### src/rtl/dcache_ctrl.sv
// Direct-mapped, write-back data-cache controller: 32 lines x 8 words x 32 bits.
// Owns tag/valid/dirty state and sequences the external byte-writable cache RAM.
// CPU hits complete from LOOKUP; dirty victims drain word-serially over the
// write channel before a word-serial refill over the read channel.
//
// Handshakes: a write beat moves on a cycle with mem_wr_valid && mem_wr_ready;
// a refill request is taken on a cycle with mem_rd_req && mem_rd_addr_ok; a
// refill beat is taken on any cycle with mem_rd_valid while in REFILL. Valid
// side holds address and data stable until the transfer happens.
module dcache_ctrl (
    input  logic        clk,
    input  logic        resetn,
    input  logic        cpu_req,
    input  logic        cpu_wr,
    input  logic [31:0] cpu_addr,
    input  logic [3:0]  cpu_wstrb,
    input  logic [31:0] cpu_wdata,
    output logic        cpu_addr_ok,
    output logic        cpu_data_ok,
    output logic [31:0] cpu_rdata,
    output logic [7:0]  ram_addra,
    output logic [31:0] ram_dina,
    output logic [3:0]  ram_wea,
    output logic [7:0]  ram_addrb,
    input  logic [31:0] ram_doutb,
    output logic        mem_wr_valid,
    output logic [31:0] mem_wr_addr,
    output logic [31:0] mem_wr_data,
    input  logic        mem_wr_ready,
    output logic        mem_rd_req,
    output logic [31:0] mem_rd_addr,
    input  logic        mem_rd_addr_ok,
    input  logic        mem_rd_valid,
    input  logic [31:0] mem_rd_data,
    input  logic        mem_rd_last
);

    typedef enum logic [2:0] {
        S_IDLE   = 3'd0,
        S_LOOKUP = 3'd1,
        S_WB     = 3'd2,
        S_RFREQ  = 3'd3,
        S_REFILL = 3'd4
    } state_e;

    state_e      state_q, state_d;
    logic [2:0]  cnt_q, cnt_d;

    // Latched request; address bits [1:0] are never needed
    logic        req_wr_q;
    logic [31:2] req_addr_q;
    logic [3:0]  req_wstrb_q;
    logic [31:0] req_wdata_q;

    // Line state
    logic [21:0] tag_q [32];
    logic [31:0] valid_q;
    logic [31:0] dirty_q;

    // Strobes from the next-state logic into the sequential blocks
    logic        accept;
    logic        set_dirty;
    logic        clr_dirty;
    logic        fill_line;

    logic [21:0] req_tag;
    logic [4:0]  req_idx;
    logic [2:0]  req_word;
    logic        hit;

    // The refill length is fixed, so the last-beat marker carries no information
    logic        unused_inputs;
    assign unused_inputs = ^{mem_rd_last, cpu_addr[1:0]};

    assign req_tag  = req_addr_q[31:10];
    assign req_idx  = req_addr_q[9:5];
    assign req_word = req_addr_q[4:2];
    assign hit      = valid_q[req_idx] && (tag_q[req_idx] == req_tag);

    // Next-state and output decode; every output idles at zero
    always_comb begin
        state_d      = state_q;
        cnt_d        = cnt_q;
        accept       = 1'b0;
        set_dirty    = 1'b0;
        clr_dirty    = 1'b0;
        fill_line    = 1'b0;
        cpu_addr_ok  = 1'b0;
        cpu_data_ok  = 1'b0;
        cpu_rdata    = 32'h0;
        ram_addra    = 8'h0;
        ram_dina     = 32'h0;
        ram_wea      = 4'h0;
        ram_addrb    = 8'h0;
        mem_wr_valid = 1'b0;
        mem_wr_addr  = 32'h0;
        mem_wr_data  = 32'h0;
        mem_rd_req   = 1'b0;
        mem_rd_addr  = 32'h0;
        case (state_q)
            S_IDLE: begin
                cpu_addr_ok = 1'b1;
                if (cpu_req) begin
                    accept  = 1'b1;
                    state_d = S_LOOKUP;
                end
            end
            S_LOOKUP: begin
                ram_addrb = {req_idx, req_word};
                if (hit) begin
                    cpu_data_ok = 1'b1;
                    if (req_wr_q) begin
                        ram_addra = {req_idx, req_word};
                        ram_wea   = req_wstrb_q;
                        ram_dina  = req_wdata_q;
                        set_dirty = 1'b1;
                    end else begin
                        cpu_rdata = ram_doutb;
                    end
                    state_d = S_IDLE;
                end else if (valid_q[req_idx] && dirty_q[req_idx]) begin
                    cnt_d   = 3'd0;
                    state_d = S_WB;
                end else begin
                    state_d = S_RFREQ;
                end
            end
            S_WB: begin
                // RAM read is combinational, so a stalled beat stays stable
                ram_addrb    = {req_idx, cnt_q};
                mem_wr_valid = 1'b1;
                mem_wr_data  = ram_doutb;
                mem_wr_addr  = {tag_q[req_idx], req_idx, cnt_q, 2'b00};
                if (mem_wr_ready) begin
                    cnt_d = cnt_q + 3'd1;
                    if (cnt_q == 3'd7) begin
                        clr_dirty = 1'b1;
                        cnt_d     = 3'd0;
                        state_d   = S_RFREQ;
                    end
                end
            end
            S_RFREQ: begin
                mem_rd_req  = 1'b1;
                mem_rd_addr = {req_tag, req_idx, 5'b0};
                if (mem_rd_addr_ok) begin
                    cnt_d   = 3'd0;
                    state_d = S_REFILL;
                end
            end
            S_REFILL: begin
                if (mem_rd_valid) begin
                    ram_addra = {req_idx, cnt_q};
                    ram_dina  = mem_rd_data;
                    ram_wea   = 4'hF;
                    cnt_d     = cnt_q + 3'd1;
                    if (cnt_q == 3'd7) begin
                        fill_line = 1'b1;
                        cnt_d     = 3'd0;
                        state_d   = S_LOOKUP;
                    end
                end
            end
            default: begin
                state_d = S_IDLE;
                cnt_d   = 3'd0;
            end
        endcase
    end

    // State register and beat counter
    always_ff @(posedge clk or negedge resetn) begin
        if (!resetn) begin
            state_q <= S_IDLE;
            cnt_q   <= 3'd0;
        end else begin
            state_q <= state_d;
            cnt_q   <= cnt_d;
        end
    end

    // Capture the CPU request when it is accepted in IDLE
    always_ff @(posedge clk or negedge resetn) begin
        if (!resetn) begin
            req_wr_q    <= 1'b0;
            req_addr_q  <= 30'h0;
            req_wstrb_q <= 4'h0;
            req_wdata_q <= 32'h0;
        end else if (accept) begin
            req_wr_q    <= cpu_wr;
            req_addr_q  <= cpu_addr[31:2];
            req_wstrb_q <= cpu_wstrb;
            req_wdata_q <= cpu_wdata;
        end
    end

    // Valid and dirty bits; reset discards all cached state
    always_ff @(posedge clk or negedge resetn) begin
        if (!resetn) begin
            valid_q <= 32'h0;
            dirty_q <= 32'h0;
        end else begin
            if (set_dirty) dirty_q[req_idx] <= 1'b1;
            if (clr_dirty) dirty_q[req_idx] <= 1'b0;
            if (fill_line) begin
                valid_q[req_idx] <= 1'b1;
                dirty_q[req_idx] <= 1'b0;
            end
        end
    end

    // Tag array; contents are meaningless until the valid bit is set
    always_ff @(posedge clk) begin
        if (fill_line) tag_q[req_idx] <= req_tag;
    end

endmodule

### config.mk
export PLATFORM = sky130hd
export DESIGN_NAME = dcache_ctrl
export DESIGN_NICKNAME = d
export VERILOG_FILES = /design/src/rtl/dcache_ctrl.sv
export SDC_FILE = /design/constraint.sdc
export NUM_CORES = 1
export LEC_CHECK = 0
export CAP_MARGIN = 20
export CORE_MARGIN = 5
export CORE_UTILIZATION = 50
export DETAILED_ROUTE_END_ITERATION = 10
export HOLD_SLACK_MARGIN = 0.15
export PLACE_DENSITY = 0.73
export SYNTH_ARGS = -nofsm -noshare
export SYNTH_HDL_FRONTEND = slang
export SYNTH_SLANG_ARGS = --single-unit
### constraint.sdc
create_clock -name clk -period 4.3 [get_ports clk]
set_input_delay 0.86 -clock clk [delete_from_list [all_inputs] [get_ports clk]]
set_output_delay 0.86 -clock clk [all_outputs]
set_load 0.02 [all_outputs]
==> insert_results.sql <==
INSERT INTO impl_metrics (metric_group, metric, value, unit) VALUES
('synthesis', 'post_synth_main_area_contributors', 'sky130_fd_sc_hd__edfxtp_1 61%, sky130_fd_sc_hd__mux2i_1 10%, sky130_fd_sc_hd__dfrtp_1 9.9%, sky130_fd_sc_hd__o22ai_1 3.2%, sky130_fd_sc_hd__o21ai_0 1.6%', ''),
('synthesis', 'postSynth.asyncResetShare', '16.29', '%'),
('cells_and_area', 'antenna_cells_inserted', '0', ''),
('cells_and_area', 'postLayoutCoreUtil', '65.54', '%'),
('route', 'wire_per_inst', '28.68', 'um'),
('run', 'drv.max_cap_violation_count', '0', ''),
('grt', 'grt_usage', '28.67', '%'),
('pwr', 'totalPowerFinal', '29.45', 'mW'),
('run_status', 'status', 'finished with violations', ''),
('synthesis', 'yosys_register_bits', '841', ''),
('hold_path', 'hold_class', 'input pin to asynchronous set/reset pin', ''),
('cells_and_area', 'final_layout_size_suffix_gt1_share', '26.39', '%'),
('sta', 'timing.slew.headroom', '36.42', '%'),
('route', 'routed_via_density', '6.128', ''),
('setup_path', 'crit_path_max_fanout', '8', ''),
('grt', 'vias_in_the_first_global_route', '23830', ''),
('route', 'drtAntennaViolNets', '0', ''),
('cells_and_area', 'finish.instance_area', '0.04495', 'mm^2'),
('route', 'drt_iter0_markers', '2995', ''),
('synthesis', 'post_synth.cell_area_avg', '15.21', 'um^2'),
('cts', 'hold_bufs_inserted_after_cts', '0', ''),
('synthesis', 'synth_enable_flop_cells', '704', ''),
('route', 'remaining_design_rule_violation_count', '0', ''),
('floorplanning', 'fp.dieArea', '0.07443', 'mm^2'),
('setup_path', 'critical_path_class', 'register to output port', ''),
('cts', 'insertion_delay', '0.63', 'ns'),
('setup_path', 'cp.arrival', '4.18', 'ns'),
('sta', 'final.min_clock_period', '5.038', 'ns'),
('cts', 'clock_tree.root_cell', 'sky130_fd_sc_hd__clkbuf_16', ''),
('synthesis', 'yosys.cell_count.top_type', 'sky130_fd_sc_hd__edfxtp_1', ''),
('synthesis', 'synth.yosys.seq_area_share', '71.13', '%'),
('cells_and_area', 'areaGrowthSynthToFinish', '30.15', '%'),
('cts', 'max-clock-path-buffers', '3', ''),
('pwr', 'power_leakage', '16.83', 'nW'),
('sta', 'finalHoldViolations', '0', ''),
('cells_and_area', 'fillers', '4583', ''),
('setup_path', 'crit_path_frequent_cell', 'sky130_fd_sc_hd__buf_6', ''),
('synthesis', 'ys.flop_type', 'sky130_fd_sc_hd__edfxtp_1', ''),
('pwr', 'power_density', '655.2', 'mW/mm^2'),
('setup_path', 'cpPeakStageDelay', '0.52', 'ns'),
('floorplanning', 'dieHeight', '272.8', 'um'),
('grt', 'first_pass_grt_wire_length', '157000', 'um'),
('place', 'gp_congestion', '0.9214', ''),
('setup_path', 'end_kind', 'output port', ''),
('synthesis', 'synth_largest_type_area_fraction', '61.21', '%'),
('floorplanning', 'initial_core_util', '50.36', '%'),
('floorplanning', 'die_width', '272.8', 'um'),
('grt', 'global_route.overflow_total', '0', ''),
('sta', 'fin_worst_skew', '0.02326', 'ns'),
('route', 'drt_wl_total', '109600', 'um'),
('sta', 'grt_setup_unrepaired', 'yes', ''),
('synthesis', 'synth-warning-count', '0', ''),
('run_status', 'failed_checks', 'setup timing', ''),
('floorplanning', 'design.core.area', '0.06859', 'mm^2'),
('place', 'postPlaceCellArea', '0.04107', 'mm^2'),
('setup_path', 'worstPathRequired', '3.44', 'ns'),
('cts', 'cts_inserted_buffers', '83', ''),
('sta', 'finalSetupViolCount', '77', ''),
('place', 'buffers_on_ports', '313', ''),
('grt', 'grt_max_degree', '86', ''),
('grt', 'number_of_antenna_violations_at_the_first_check_in_global_routing', '0', ''),
('pwr', 'peakVddDrop', '0.0003739', 'V'),
('floorplanning', 'placementRows', '96', ''),
('route', 'detail_route.first_pass.iterations', '5', ''),
('synthesis', 'synth_common_cells', '704 x sky130_fd_sc_hd__edfxtp_1, 353 x sky130_fd_sc_hd__mux2i_1, 178 x sky130_fd_sc_hd__o22ai_1', ''),
('sta', 'post-route-period-util', '117.2', '%'),
('setup_path', 'worst_setup_path_start_kind', 'register', ''),
('synthesis', 'synth_area_leader_cell', 'sky130_fd_sc_hd__edfxtp_1', ''),
('setup_path', 'crit_path_cell_trace', 'buf_4 -> or4b_1 -> buf_6 -> buf_4 -> o22ai_1 -> nor4_2 -> and3_1 -> nor4_4 -> and4_4 -> buf_12 -> nand4_1 -> buf_6 -> buf_16 -> nor3b_4 -> buf_6', ''),
('sta', 'setup_ws', '-0.7382', 'ns'),
('sta', 'worst_pin_slew', '0.9537', 'ns');
==> flip-flops by register name, summed over array words and instances (netlist names) <==
register     count
cnt_q            3
dirty_q         32
req_addr_q      30
req_wdata_q     32
req_wr_q         1
req_wstrb_q      4
state_q          3
tag_q          704
valid_q         32
==> path summary, 6_finish.rpt <==
| check | from | slack, ns | cells past startpoint | endpoint |
|---|---|---|---|---|
| max | req_addr_q[7]$_DFFE_PN0P_ | -0.74 | 15 | cpu_rdata[21] |
| min | resetn | 0.37 | 1 | req_wdata_q[9]$_DFFE_PN0P_ |
| max reg2reg | req_addr_q[8]$_DFFE_PN0P_ | 0.54 | 15 | dirty_q[4]$_DFF_PN0_ |
| min reg2reg | valid_q[0]$_DFFE_PN0P_ | 0.47 | 1 | valid_q[0]$_DFFE_PN0P_ |
| max in group asynchronous | resetn | 3.13 | 2 | valid_q[0]$_DFFE_PN0P_ |
| min in group clk | valid_q[0]$_DFFE_PN0P_ | 0.47 | 1 | valid_q[0]$_DFFE_PN0P_ |
==> power by group <==
part           internal, mW  switching, mW
Clock                  4.34           3.03
Sequential             10.2          0.425
Combinational          4.88           6.58
Total                  19.4           10.0
==> cell type report <==
cell class / instances / area, um^2 / area share (%)
flip-flops and latches: 841 / 24580 / 54.68
multi-input cells: 1234 / 10190 / 22.67
repair buffers: 614 / 6052 / 13.46
clock buffers: 125 / 2429 / 5.403
well taps: 931 / 1165 / 2.591
clock inverters: 31 / 357.8 / 0.7961
inverters: 46 / 176.4 / 0.3925
==> what timing repair did <==
| action | in CTS | in global routing |
|---|---|---|
| setup buffers | 18 | 5 |
| gates resized for setup | 525 | 65 |
| endpoints found under the setup margin | 90 | 84 |
| pin swaps | 49 | 16 |
| gates cloned | 6 | 0 |
==> metal layers <==
metal | track usage (%) | routed length (um) | vias to the layer above
met5 | 0 | 0 | -
met1 | 37.97 | 40410 | 11700
li1 | - | - | 9884
met4 | 10.97 | 4474 | 0
met2 | 46.91 | 52900 | 1575
met3 | 6.295 | 11840 | 261
==> metrics by stage <==
stage	hold WS, ns	worst slack (ns)	std cells	setup TNS, ns
6_report	0.3745	-0.7382	3822	-51.57
5_1_grt	0.4370	-0.8693	3822	-61.93
4_1_cts	0.3845	-0.6974	3818	-50.59
3_5_place_dp	0.4505	-0.8692	3638	-50.87
3_3_place_gp	0.4435	-0.7256	3638	-47.12
2_1_floorplan	0.4337	-0.1248	2277	-1.579
==> layout by cell type (no fill, tap or decap), types with 7 or more instances in the layout <==
cell type / Yosys / final
sky130_fd_sc_hd__buf_6: 4 / 19
sky130_fd_sc_hd__a22oi_1: 9 / 9
sky130_fd_sc_hd__nor2_1: 44 / 11
sky130_fd_sc_hd__clkinv_1: 0 / 10
sky130_fd_sc_hd__o22ai_2: 2 / 24
sky130_fd_sc_hd__or2_2: 33 / 33
sky130_fd_sc_hd__mux4_2: 16 / 16
sky130_fd_sc_hd__clkbuf_16: 0 / 86
sky130_fd_sc_hd__clkinv_2: 0 / 8
sky130_fd_sc_hd__o22ai_1: 178 / 150
sky130_fd_sc_hd__nand3_1: 44 / 42
sky130_fd_sc_hd__and3_1: 41 / 41
sky130_fd_sc_hd__buf_12: 0 / 51
sky130_fd_sc_hd__nand2_1: 88 / 88
sky130_fd_sc_hd__nor3b_2: 8 / 28
sky130_fd_sc_hd__conb_1: 1 / 7
sky130_fd_sc_hd__inv_1: 46 / 45
sky130_fd_sc_hd__nand4_1: 9 / 9
sky130_fd_sc_hd__nor4_2: 0 / 37
sky130_fd_sc_hd__mux2i_1: 353 / 346
sky130_fd_sc_hd__dlygate4sd2_1: 0 / 10
sky130_fd_sc_hd__nor4_1: 53 / 7
sky130_fd_sc_hd__clkbuf_1: 60 / 26
sky130_fd_sc_hd__nor2b_1: 9 / 9
sky130_fd_sc_hd__edfxtp_1: 704 / 704
sky130_fd_sc_hd__clkbuf_8: 0 / 13
sky130_fd_sc_hd__buf_4: 14 / 303
sky130_fd_sc_hd__nor2_4: 0 / 33
sky130_fd_sc_hd__a21oi_1: 37 / 34
sky130_fd_sc_hd__and2_1: 41 / 40
sky130_fd_sc_hd__clkdlybuf4s50_1: 0 / 217
sky130_fd_sc_hd__o21ai_0: 108 / 108
sky130_fd_sc_hd__o21ai_1: 38 / 33
sky130_fd_sc_hd__dfrtp_1: 137 / 131
sky130_fd_sc_hd__bufinv_16: 0 / 7
sky130_fd_sc_hd__mux2_2: 28 / 28
sky130_fd_sc_hd__nor4_4: 1 / 10
==> cells by family after synthesis <==
| group | count (synthesis) | share of synthesized area [%] |
|---|---|---|
| other | 1 | 0.01086 |
| muxes | 397 | 12.19 |
| xor gates and xnor gates | 5 | 0.1268 |
| adders and majority gates | 2 | 0.07244 |
| DFF | 841 | 71.13 |
| buffers and inverters | 202 | 2.670 |
| AOI/OAI and AO/OA | 388 | 6.492 |
| and+or+nand+nor | 435 | 7.307 |
Note: power is estimated with default switching activity, not from simulation.
